`src/rtl/hazard_bubble_seq.sv`:
```
// Fetch-to-decode register that inserts per-class NOP bubbles after jumps, branches and loads,
// holding fetch off while bubbles drain; also supports stall, flush, bypass and a bubble count.
module hazard_bubble_seq #(
    parameter int WIDTH = 32,
    parameter logic [WIDTH-1:0] NOP_WORD = WIDTH'(32'h20000000),
    parameter int JUMP_BUBBLES = 2,
    parameter int BRANCH_BUBBLES = 2,
    parameter int LOAD_BUBBLES = 1,
    parameter int STAT_W = 16
) (
    input  logic              clk,
    input  logic              reset,
    input  logic [WIDTH-1:0]  in_instr,
    input  logic              in_valid,
    output logic              in_ready,
    input  logic              stall,
    input  logic              flush,
    input  logic              bubble_en,
    output logic [WIDTH-1:0]  out_instr,
    output logic              out_valid,
    output logic              out_is_bubble,
    output logic [2:0]        bubbles_left,
    output logic [STAT_W-1:0] bubble_total
);

    typedef enum logic {
        IDLE   = 1'b0,
        BUBBLE = 1'b1
    } state_t;

    localparam logic [2:0] JUMP_N   = 3'(JUMP_BUBBLES);
    localparam logic [2:0] BRANCH_N = 3'(BRANCH_BUBBLES);
    localparam logic [2:0] LOAD_N   = 3'(LOAD_BUBBLES);

    localparam logic [STAT_W-1:0] STAT_MAX = {STAT_W{1'b1}};
    localparam logic [STAT_W-1:0] STAT_ONE = {{(STAT_W-1){1'b0}}, 1'b1};

    state_t     state;
    logic [5:0] opcode;
    logic [5:0] funct;
    logic [2:0] classBubbles;
    logic       accept;

    // Bubble count owed by the instruction currently offered by fetch.
    always_comb begin
        opcode       = in_instr[WIDTH-1 -: 6];
        funct        = in_instr[5:0];
        classBubbles = 3'd0;
        case (opcode)
            6'b000000: if (funct == 6'b001000) classBubbles = JUMP_N;
            6'b000010,
            6'b000011: classBubbles = JUMP_N;
            6'b000100,
            6'b000101: classBubbles = BRANCH_N;
            6'b100011: classBubbles = LOAD_N;
            default:   classBubbles = 3'd0;
        endcase
    end

    assign in_ready = (state == IDLE) & ~stall & ~flush & ~reset;
    assign accept   = in_valid & in_ready;

    always_ff @(posedge clk) begin
        if (reset) begin
            state         <= IDLE;
            bubbles_left  <= 3'd0;
            bubble_total  <= '0;
            out_instr     <= NOP_WORD;
            out_valid     <= 1'b0;
            out_is_bubble <= 1'b0;
        end else if (flush) begin
            // Flush drops pending bubbles but keeps the statistic.
            state         <= IDLE;
            bubbles_left  <= 3'd0;
            out_instr     <= NOP_WORD;
            out_valid     <= 1'b0;
            out_is_bubble <= 1'b0;
        end else if (!stall) begin
            case (state)
                IDLE: begin
                    if (accept) begin
                        out_instr     <= in_instr;
                        out_valid     <= 1'b1;
                        out_is_bubble <= 1'b0;
                        if (bubble_en && (classBubbles != 3'd0)) begin
                            bubbles_left <= classBubbles;
                            state        <= BUBBLE;
                        end
                    end else begin
                        out_instr     <= NOP_WORD;
                        out_valid     <= 1'b0;
                        out_is_bubble <= 1'b0;
                    end
                end
                BUBBLE: begin
                    out_instr     <= NOP_WORD;
                    out_valid     <= 1'b1;
                    out_is_bubble <= 1'b1;
                    bubbles_left  <= bubbles_left - 3'd1;
                    if (bubble_total != STAT_MAX) begin
                        bubble_total <= bubble_total + STAT_ONE;
                    end
                    if (bubbles_left == 3'd1) begin
                        state <= IDLE;
                    end
                end
                default: begin
                    state        <= IDLE;
                    bubbles_left <= 3'd0;
                end
            endcase
        end
    end

endmodule

```
`config.mk`:
```
export PLATFORM = sky130hd
export DESIGN_NAME = hazard_bubble_seq
export DESIGN_NICKNAME = d
export VERILOG_FILES = /design/src/rtl/hazard_bubble_seq.sv
export SDC_FILE = /design/constraint.sdc
export NUM_CORES = 1
export LEC_CHECK = 0
export ABC_AREA = 1
export BUFFER_PORTS_ARGS = -buffer_cell sky130_fd_sc_hd__buf_4
export CAP_MARGIN = 20
export CORE_AREA = 2 2 76 78
export DETAILED_ROUTE_END_ITERATION = 8
export DIE_AREA = 0 0 78 80
export PLACE_DENSITY = 0.9
export SLEW_MARGIN = 30
export SYNTH_ARGS = -nofsm -noshare
export SYNTH_HDL_FRONTEND = slang
export SYNTH_SLANG_ARGS = --single-unit
```
`constraint.sdc`:
```
create_clock -name clk -period 2.75 [get_ports clk]
set_clock_uncertainty 0.1 [all_clocks]
set_input_delay 0.4125 -clock clk [delete_from_list [all_inputs] [get_ports clk]]
set_output_delay 0.4125 -clock clk [all_outputs]
set_load 0.01 [all_outputs]
```
# Word level (Yosys, flattened, before mapping)
# Cells that the tools add are included.
[word_totals]
regBits = 54
word_cells = 47
[op_classes]
add_sub_neg = 2
n_eq_ne = 10
n_mux = 14
bitwise_logic = 8
n_reduce_logical = 7
[ops]
columns = ["operator", "count"]
rows = [
  ["$pmux W32 S2", 1],
  ["$mux W32", 1],
  ["$add A16 B1 Y16 const B", 1],
  ["$ne A16 B16 Y1 const B", 1],
  ["$eq A6 B2 Y1 const B", 2],
  ["$eq A6 B3 Y1 const B", 2],
  ["$pmux W3 S3", 1],
  ["$eq A6 B4 Y1 const B", 1],
  ["$eq A6 B6 Y1 const B", 1],
  ["$logic_not A6 Y1", 1],
  ["$mux W3", 2],
  ["$pmux W1 S2", 3],
  ["$pmux W3 S2", 1],
  ["$and A1 B1 Y1", 4],
  ["$mux W1", 4],
  ["$not A1 Y1", 4],
  ["$reduce_and A4 Y1", 1],
  ["$reduce_or A4 Y1", 1],
  ["$eq A3 B1 Y1 const B", 1],
  ["$reduce_and A3 Y1", 1],
  ["$reduce_bool A3 Y1", 1],
  ["$sub A3 B1 Y3 const B", 1],
  ["$mux W2", 1],
  ["$ne A2 B1 Y1 const B", 1],
  ["other kinds (3)", 3],
]

# Logic depth before layout (Yosys ltp)
# Gate-level depths: netlist of the first run.
[depth]
ltp_word = 8
ltp_mapped = 11

# Worst setup path after synthesis of the first run
# Ideal clock, no wire load.
[synth_path]
path_kind = "register to register"
start = "reg bubble_total[0]"
end = "reg bubble_total[14]"
setup_time_ns = 0.068
arrival_time_ns = 1.453
required_ns = 2.582
setup_slack_ns = 1.129
path_stages_with_launch = 11
n_path_buf = 1
synth_period_minus_slack_ns = 1.621
path_cell_list = "dfxtp_1 > ha_1 > nand2_1 > inv_1 > nand3_4 > nor2_4 > nand3_4 > nand2_4 > buf_8 > nand2_2 > a21oi_2"
[synth_via]
elab_chain_cells = 2
[synth_rtl]
columns = ["item", "line", "rtl"]
rows = [
  ["start, declared", "23", "output logic [STAT_W-1:0] bubble_total"],
  ["start signal, assigned", "101", "bubble_total <= bubble_total + STAT_ONE;"],
  ["parallel branches: the longest is 2 deep, another holds $add A16 B1 Y16", "--", ""],
]
# Several ways; the timed one is not identified.
# A chain may end at the register's enable or synchronous reset.

# Worst setup path in the final report of the first run
[layout_path]
start = "in reset"
end = "out in_ready"
[layout_via]
elab_chain_cells = 2
[layout_rtl]
columns = ["item", "line", "rtl"]
rows = [
  ["start, declared", "12", "input logic reset,"],
  ["$not A1 Y1", "60", "assign in_ready = (state == IDLE) & ~stall & ~flush & ~reset;"],
  ["$and A1 B1 Y1", "60", ""],
  ["end, declared", "15", "output logic in_ready,"],
]
# No other way between the ends.

==> impl_metrics.yaml, run 1 <==
setup_path:
  critPathCaptureType: "output port"
  path_max_fanout: 33
  crit_required_ns: 2.24
  cp_slowest_stage_delay_ns: 0.29
  crit_path_frequent_cell: "buf_4"
  crit_arrival_ns: 1.45
  cp_cell_sequence: "buf_4 -> nor2_2 -> inv_2 -> nor2_4 -> buf_4"
  path_class: "in2out"
  cp_slowest_cell: "inv_2"
  setup.worst_path.start_class: "input pin"
clocking:
  cts.htree.levels: 2
  cts_buffer_depth: 2
  cts_tree: "done"
  clk_pin_slew_ns: 0.10
  cts_resized: 0
  root_buffer: "clkbuf_8"
  numCtsBuffers: 5
  clock_latency_ns: 0.30
  cts_hold_buf: 0
  cts_sinks: 54
  post-cts-setup-buffers: 0
place:
  io_buffer_count: 91
  dp_hpwl_um: 4690
  detailedPlace.worstSlack_ns: 0.559
  place_inst: 523
  gp_congestion: 0.866
power_and_ir_drop:
  p_leak_nw: 1.49
  ir_drop_mv: 0.278
  p_per_area_nw_per_um2: 419
grt:
  grt_pass1_vias: 2477
  antenna_found_initial: 0
  gr-usage-all-layers_pct: 20.5
  grt_max_degree: 35
  grt_first_pass_wirelength_um: 10500
  grt_overflow: 0
timing:
  maxSlewViolCount: 0
  worstMarginPinSlew_ns: 0.558
  finalHoldViolations: 0
  fin_crit_ns: 1.96
  relSlewSlack_pct: 62.8
  max_clock_freq_ghz: 0.510
  fin_setup_tns_ns: 0
  setup_viol: 0
  rsz0062_at_grt: "no"
  fin_crit_sh_pct: 71.3
  fin_ws_ns: 0.790
final_layout:
  multi_input_area_um2: 1250
  regArea_um2: 1080
  fin_cells: 531
  layout-area-overhead-vs-synth_pct: 30.2
  diodes: 0
  post-route-util_pct: 62.5
  fillers: 490
  fin_nets: 499
  drive_above_1_share_pct: 25.9
drt:
  via_count: 2636
  drt-total-wl_um: 6280
  drtIter0Drc: 124
  dr.pass1.iters: 4
  viasPerCell: 4.96
  route.detailed.drc: 0
  ant_nets: 0
  post_drt_wl_per_cell_um: 11.8
yosys:
  syn_avg_cell_area_um2: 6.94
  synth-async-reset-ratio_pct: 0
  synthesis.nets: 415
  seq_area_frac_synth_pct: 41.6
  synth-edff-count: 0
  synth-seq-cells: 54
  syn_inst: 374
  yosysWarnings: 0
  synth_cell_types: 29
  synth_ff_type: "dfxtp_1"
  syn_area_um2: 2600
die:
  rows: 27
  start_util_pct: 48.0
  ios: 92
  fp.dieW_um: 78
  die_area_um2: 6240
  die_h_um: 80
  core_area_um2: 5410
worst_hold_path:
  holdCritPathClass: "in2reg"
status:
  status: "completed"
job:
  cap_viol_max_count: 0
-- report_power, final --
| group | switching [W] | leakage, nW | internal, W |
|---|---|---|---|
| clock network | 0.000252 | 0.0514 | 0.000272 |
| logic | 0.0000545 | 1.01 | 0.0000497 |
| registers | 0.00000260 | 0.435 | 0.000786 |
-- registers in the layout, summed over array words and instances, names as in the netlist --
name           count
bubble_total      16
state              1
out_is_bubble      1
bubbles_left       3
out_valid          1
out_instr         32
-- layout make-up --
class                           count  area share [%]
Sequential cell                    54            32.0
Timing Repair Buffer               91            20.2
Clock buffer                        6            2.15
Clock inverter                      2            1.11
Multi-Input combinational cell    263            37.1
Tap cell                           72            2.66
Inverter                           43            4.77
-- cells in the mapped netlist (all sizes together) (3+ instances only) --
cell type	count	share of area [%]
xor2	4	1.3
inv	43	6.2
clkbuf	7	1.0
a21oi	45	9.0
nor3	5	1.4
o21ai	9	1.7
dfxtp	54	42
nand3	20	4.8
nand2	128	19
ha	3	1.4
buf	7	2.8
nand4	6	1.4
nor2	39	6.8
-- critical path, delay by kind of cell --
| family | cells | cell delay, ns |
|---|---|---|
| and+or+nand+nor | 2 | 0.43 |
| buffers and inverters | 3 | 0.60 |
-- metal layers --
layer  global-route usage (%)  vias up  wire length (um)
li1                         -     1336                 -
met1                     22.8     1214              2600
met2                     37.8       82              3100
met3                     6.79        4               523
met4                     4.74        0                54
met5                        0        -                 0
-- final timing paths --
path	start	endpoint	slack (ns)	cells past startpoint
worst max register to register	bubble_total[0]$_SDFFE_PP0P_	bubble_total[0]$_SDFFE_PP0P_	0.82	11
worst max-delay path	reset	in_ready	0.79	5
worst min register to register	out_instr[24]$_SDFFE_PP0N_	out_instr[24]$_SDFFE_PP0N_	0.37	2
worst min-delay path	in_instr[14]	out_instr[14]$_SDFFE_PP0N_	0.25	3
-- per-stage QoR --
stage / hold slack, ns / total power, W / instance area [um^2]
6_report: 0.254 / 0.00142 / 3380
5_1_grt: 0.250 / 0.00147 / 3380
4_1_cts: 0.244 / 0.00143 / 3380
3_5_place_dp: 0.356 / 0.000911 / 3270
3_3_place_gp: 0.348 / 0.000909 / 3270
2_1_floorplan: 0.381 / 0.000852 / 2600
-- cell usage in the layout, fill, tap and decap left out, types with 4 or more instances in the layout --
cell type / instances
xor2_1: 4
nor3_1: 4
nand2_1: 124
o21ai_0: 8
clkbuf_8: 5
buf_4: 91
a21oi_1: 43
nand4_1: 6
dfxtp_1: 54
inv_1: 39
nor2_1: 33
inv_2: 4
nand3_1: 18
-- kinds of logic after synthesis --
| group | Yosys count | synth area share [%] |
|---|---|---|
| XOR/XNOR | 5 | 1.69 |
| buffers and inverters | 57 | 10.0 |
| flip-flops | 54 | 41.6 |
| adder cells (fa/ha/maj) | 3 | 1.45 |
| AO/OA/AOI/OAI | 55 | 11.1 |
| AND/OR/NAND/NOR | 200 | 34.1 |
Power figures use the tool's default switching activity.
==> run 2: changes to the inputs <==
Settings changed: ABC_AREA 1 to 0, CORE_AREA 2 2 76 78 to 2 2 77 79, DIE_AREA 0 0 78 80 to 0 0 79 81, PLACE_DENSITY 0.9 to 0.86.
Clock period 2.75 ns to 1.8 ns, I/O delays scaled along.
==> run 2 against run 1 <==
Sequential share of layout area decreased by 0.059 points. First-iteration DRC count fell by 40%. Highest routed layer unchanged. Clock power rose by 58%. Area after synthesis shrank 9.5%. Cell count decreased by 18%. Critical endpoint is now bubble_total[7]$_SDFFE_PP0P_. Die area rose by 2.5%. Global-route usage shrank 1.8 points. Largest power group unchanged.
==> impl_metrics.yaml, run 2 <==
grt:
  grt_pass1_vias: 2161
  grt_first_pass_wirelength_um: 9540
  grt_overflow: 0
  antenna_found_initial: 0
  grt_max_degree: 38
  gr-usage-all-layers_pct: 18.7
drt:
  drt-total-wl_um: 6030
  viasPerCell: 5.24
  dr.pass1.iters: 4
  route.detailed.drc: 0
  ant_nets: 0
  drtIter0Drc: 74
  post_drt_wl_per_cell_um: 13.8
  via_count: 2293
place:
  io_buffer_count: 91
  dp_hpwl_um: 4510
  detailedPlace.worstSlack_ns: 0.0410
  gp_congestion: 0.868
setup_path:
  critPathCaptureType: "flip-flop"
  r2r_slack_ns: 0.11
  crit_arrival_ns: 1.79
  reg2regPathDepth: 4
  reg2reg_from: "bubble_total[5]$_SDFFE_PP0P_"
  crit_required_ns: 1.90
  path_class: "reg2reg"
  r2r_end: "bubble_total[7]$_SDFFE_PP0P_"
  path_max_fanout: 6
  setup.worst_path.start_class: "flip-flop"
clocking:
  cts_buffer_depth: 2
  root_buffer: "clkbuf_8"
  post-cts-setup-buffers: 0
  cts_hold_buf: 0
  cts_resized: 0
  cts_sinks: 54
  cts.htree.levels: 2
  clk_pin_slew_ns: 0.10
  numCtsBuffers: 5
  cts_tree: "done"
  clock_latency_ns: 0.30
final_layout:
  largestRegisters: "out_instr (32), bubble_total (16), bubbles_left (3)"
  fin_nets: 403
  layout_commonest_cell: "buf_4"
  drive_above_1_share_pct: 36.1
  layout-area-overhead-vs-synth_pct: 44.2
  diodes: 0
  layout.cells.most_common_list: "buf_4 (109), dfxtp_1 (54), nor2_1 (45)"
  top_register: "out_instr"
  largest_register_ffs: 32
  fillers: 501
die:
  die_h_um: 81
  fp.dieW_um: 79
  die_area_um2: 6400
  start_util_pct: 41.4
  core_area_um2: 5680
  ios: 92
  rows: 28
yosys:
  syn_area_um2: 2350
  synth_common_cells: "dfxtp_1 (54), nor2_1 (46), a22oi_1 (31)"
  synth-edff-count: 0
  yosysWarnings: 0
  synth-async-reset-ratio_pct: 0
  syn_avg_cell_area_um2: 9.03
  yosysTopAreaCell: "dfxtp_1"
  synth.top_cell.area_share_pct: 46.0
  yosys-top-cells-area: "dfxtp_1 (46%), a22oi_1 (9.9%), nor2_1 (7.4%), mux2_1 (4.3%), a21oi_1 (2.8%)"
  seq_area_frac_synth_pct: 46.0
  syn_inst: 260
  synth-seq-cells: 54
  synth.most_common_cell: "dfxtp_1"
  synth_cell_types: 43
  synth_ff_type: "dfxtp_1"
  synthesis.nets: 301
timing:
  rsz0062_at_grt: "yes"
  timing.hold.ws_ns: 0.0916
  max_clock_freq_ghz: 0.590
  fin_setup_tns_ns: 0
  fin_crit_ns: 1.69
  finalHoldViolations: 0
  fin_crit_sh_pct: 94.1
  fin_ws_ns: 0.107
  setup_viol: 0
  worstMarginPinSlew_ns: 0.456
  relSlewSlack_pct: 69.4
  maxSlewViolCount: 0
power_and_ir_drop:
  ir_drop_mv: 0.454
  p_leak_nw: 1.42
  p_per_area_nw_per_um2: 650
worst_hold_path:
  min_to: "out_instr[15]$_SDFFE_PP0N_"
  holdCritPathClass: "in2reg"
  holdPathStages: 3
  min_from: "in_instr[15]"
status:
  status: "completed"
job:
  cap_viol_max_count: 0
[run 2: cell count changes after synthesis, moves of 13 or more]
cell     before  now
a21oi_1      43   13
a22oi_1       0   31
inv_1        39    5
nand2_1     124   12
nand3_1      18    4
nor2_1       33   46
[run 2: per-layer routing]
metal,routed length [um],track usage (%),share of wire (%)
met1,2520,21.7,42
met2,2910,32.7,48
met3,546,6.67,9.1
met4,59,5.17,0.98
met5,0,0,0
[run 2: how the worst max path moves through the flow]
stage | endpoint | slack [ns] | startpoint
after floorplan | bubble_total[13]$_SDFFE_PP0P_ | 0.05 | state$_SDFFE_PP0N_
after global placement | bubble_total[10]$_SDFFE_PP0P_ | 0.06 | stall
after detailed placement | bubble_total[13]$_SDFFE_PP0P_ | 0.04 | stall
after CTS | in_ready | 0.01 | state$_SDFFE_PP0N_
after global routing | bubble_total[13]$_SDFFE_PP0P_ | -0.0006 | state$_SDFFE_PP0N_
final | bubble_total[7]$_SDFFE_PP0P_ | 0.11 | bubble_total[5]$_SDFFE_PP0P_
[run 2: area by class of cell]
cell class | count | area (um^2) | area share, %
Clock inverter | 3 | 47.5 | 1.40
Clock buffer | 5 | 68.8 | 2.03
Inverter | 5 | 18.8 | 0.554
Timing Repair Buffer | 111 | 850 | 25.1
Sequential cell | 54 | 1080 | 31.9
Multi-Input combinational cell | 185 | 1230 | 36.2
Tap cell | 75 | 93.8 | 2.77
[run 2: cells by family (layout without fill, tap and decap cells)]
family | Yosys count | count (layout) | share of synthesized area, %
AND/OR/NAND/NOR | 105 | 105 | 23.8
flip-flops | 54 | 54 | 46.0
adder cells (fa/ha/maj) | 3 | 3 | 1.60
buffers and inverters | 21 | 124 | 3.52
multiplexers | 12 | 12 | 5.65
AO/OA/AOI/OAI | 65 | 65 | 19.4
[run 2: power by group]
part	switching [W]	internal, W	leakage (nW)
Sequential	0.00000335	0.00120	0.435
Clock	0.000406	0.000422	0.0587
Combinational	0.0000842	0.0000873	0.922
[run 2: worst max-delay path, cell delays in order, from the launching register on]
cell	delay [ns]
dfxtp_1	0.34
and3_1	0.25
and3_1	0.27
a211oi_1	0.30
mux2_1	0.34
[run 2: through the flow]
step	area [um^2]	cells	power [W]	utilization, %
final	3390	438	0.00220	59.7
after CTS	3340	438	0.00222	58.9
after floorplan	2350	260	0.00130	-
after global routing	3390	438	0.00229	59.7
after global placement	3230	430	0.00140	56.9
after detailed placement	3230	430	0.00140	56.9
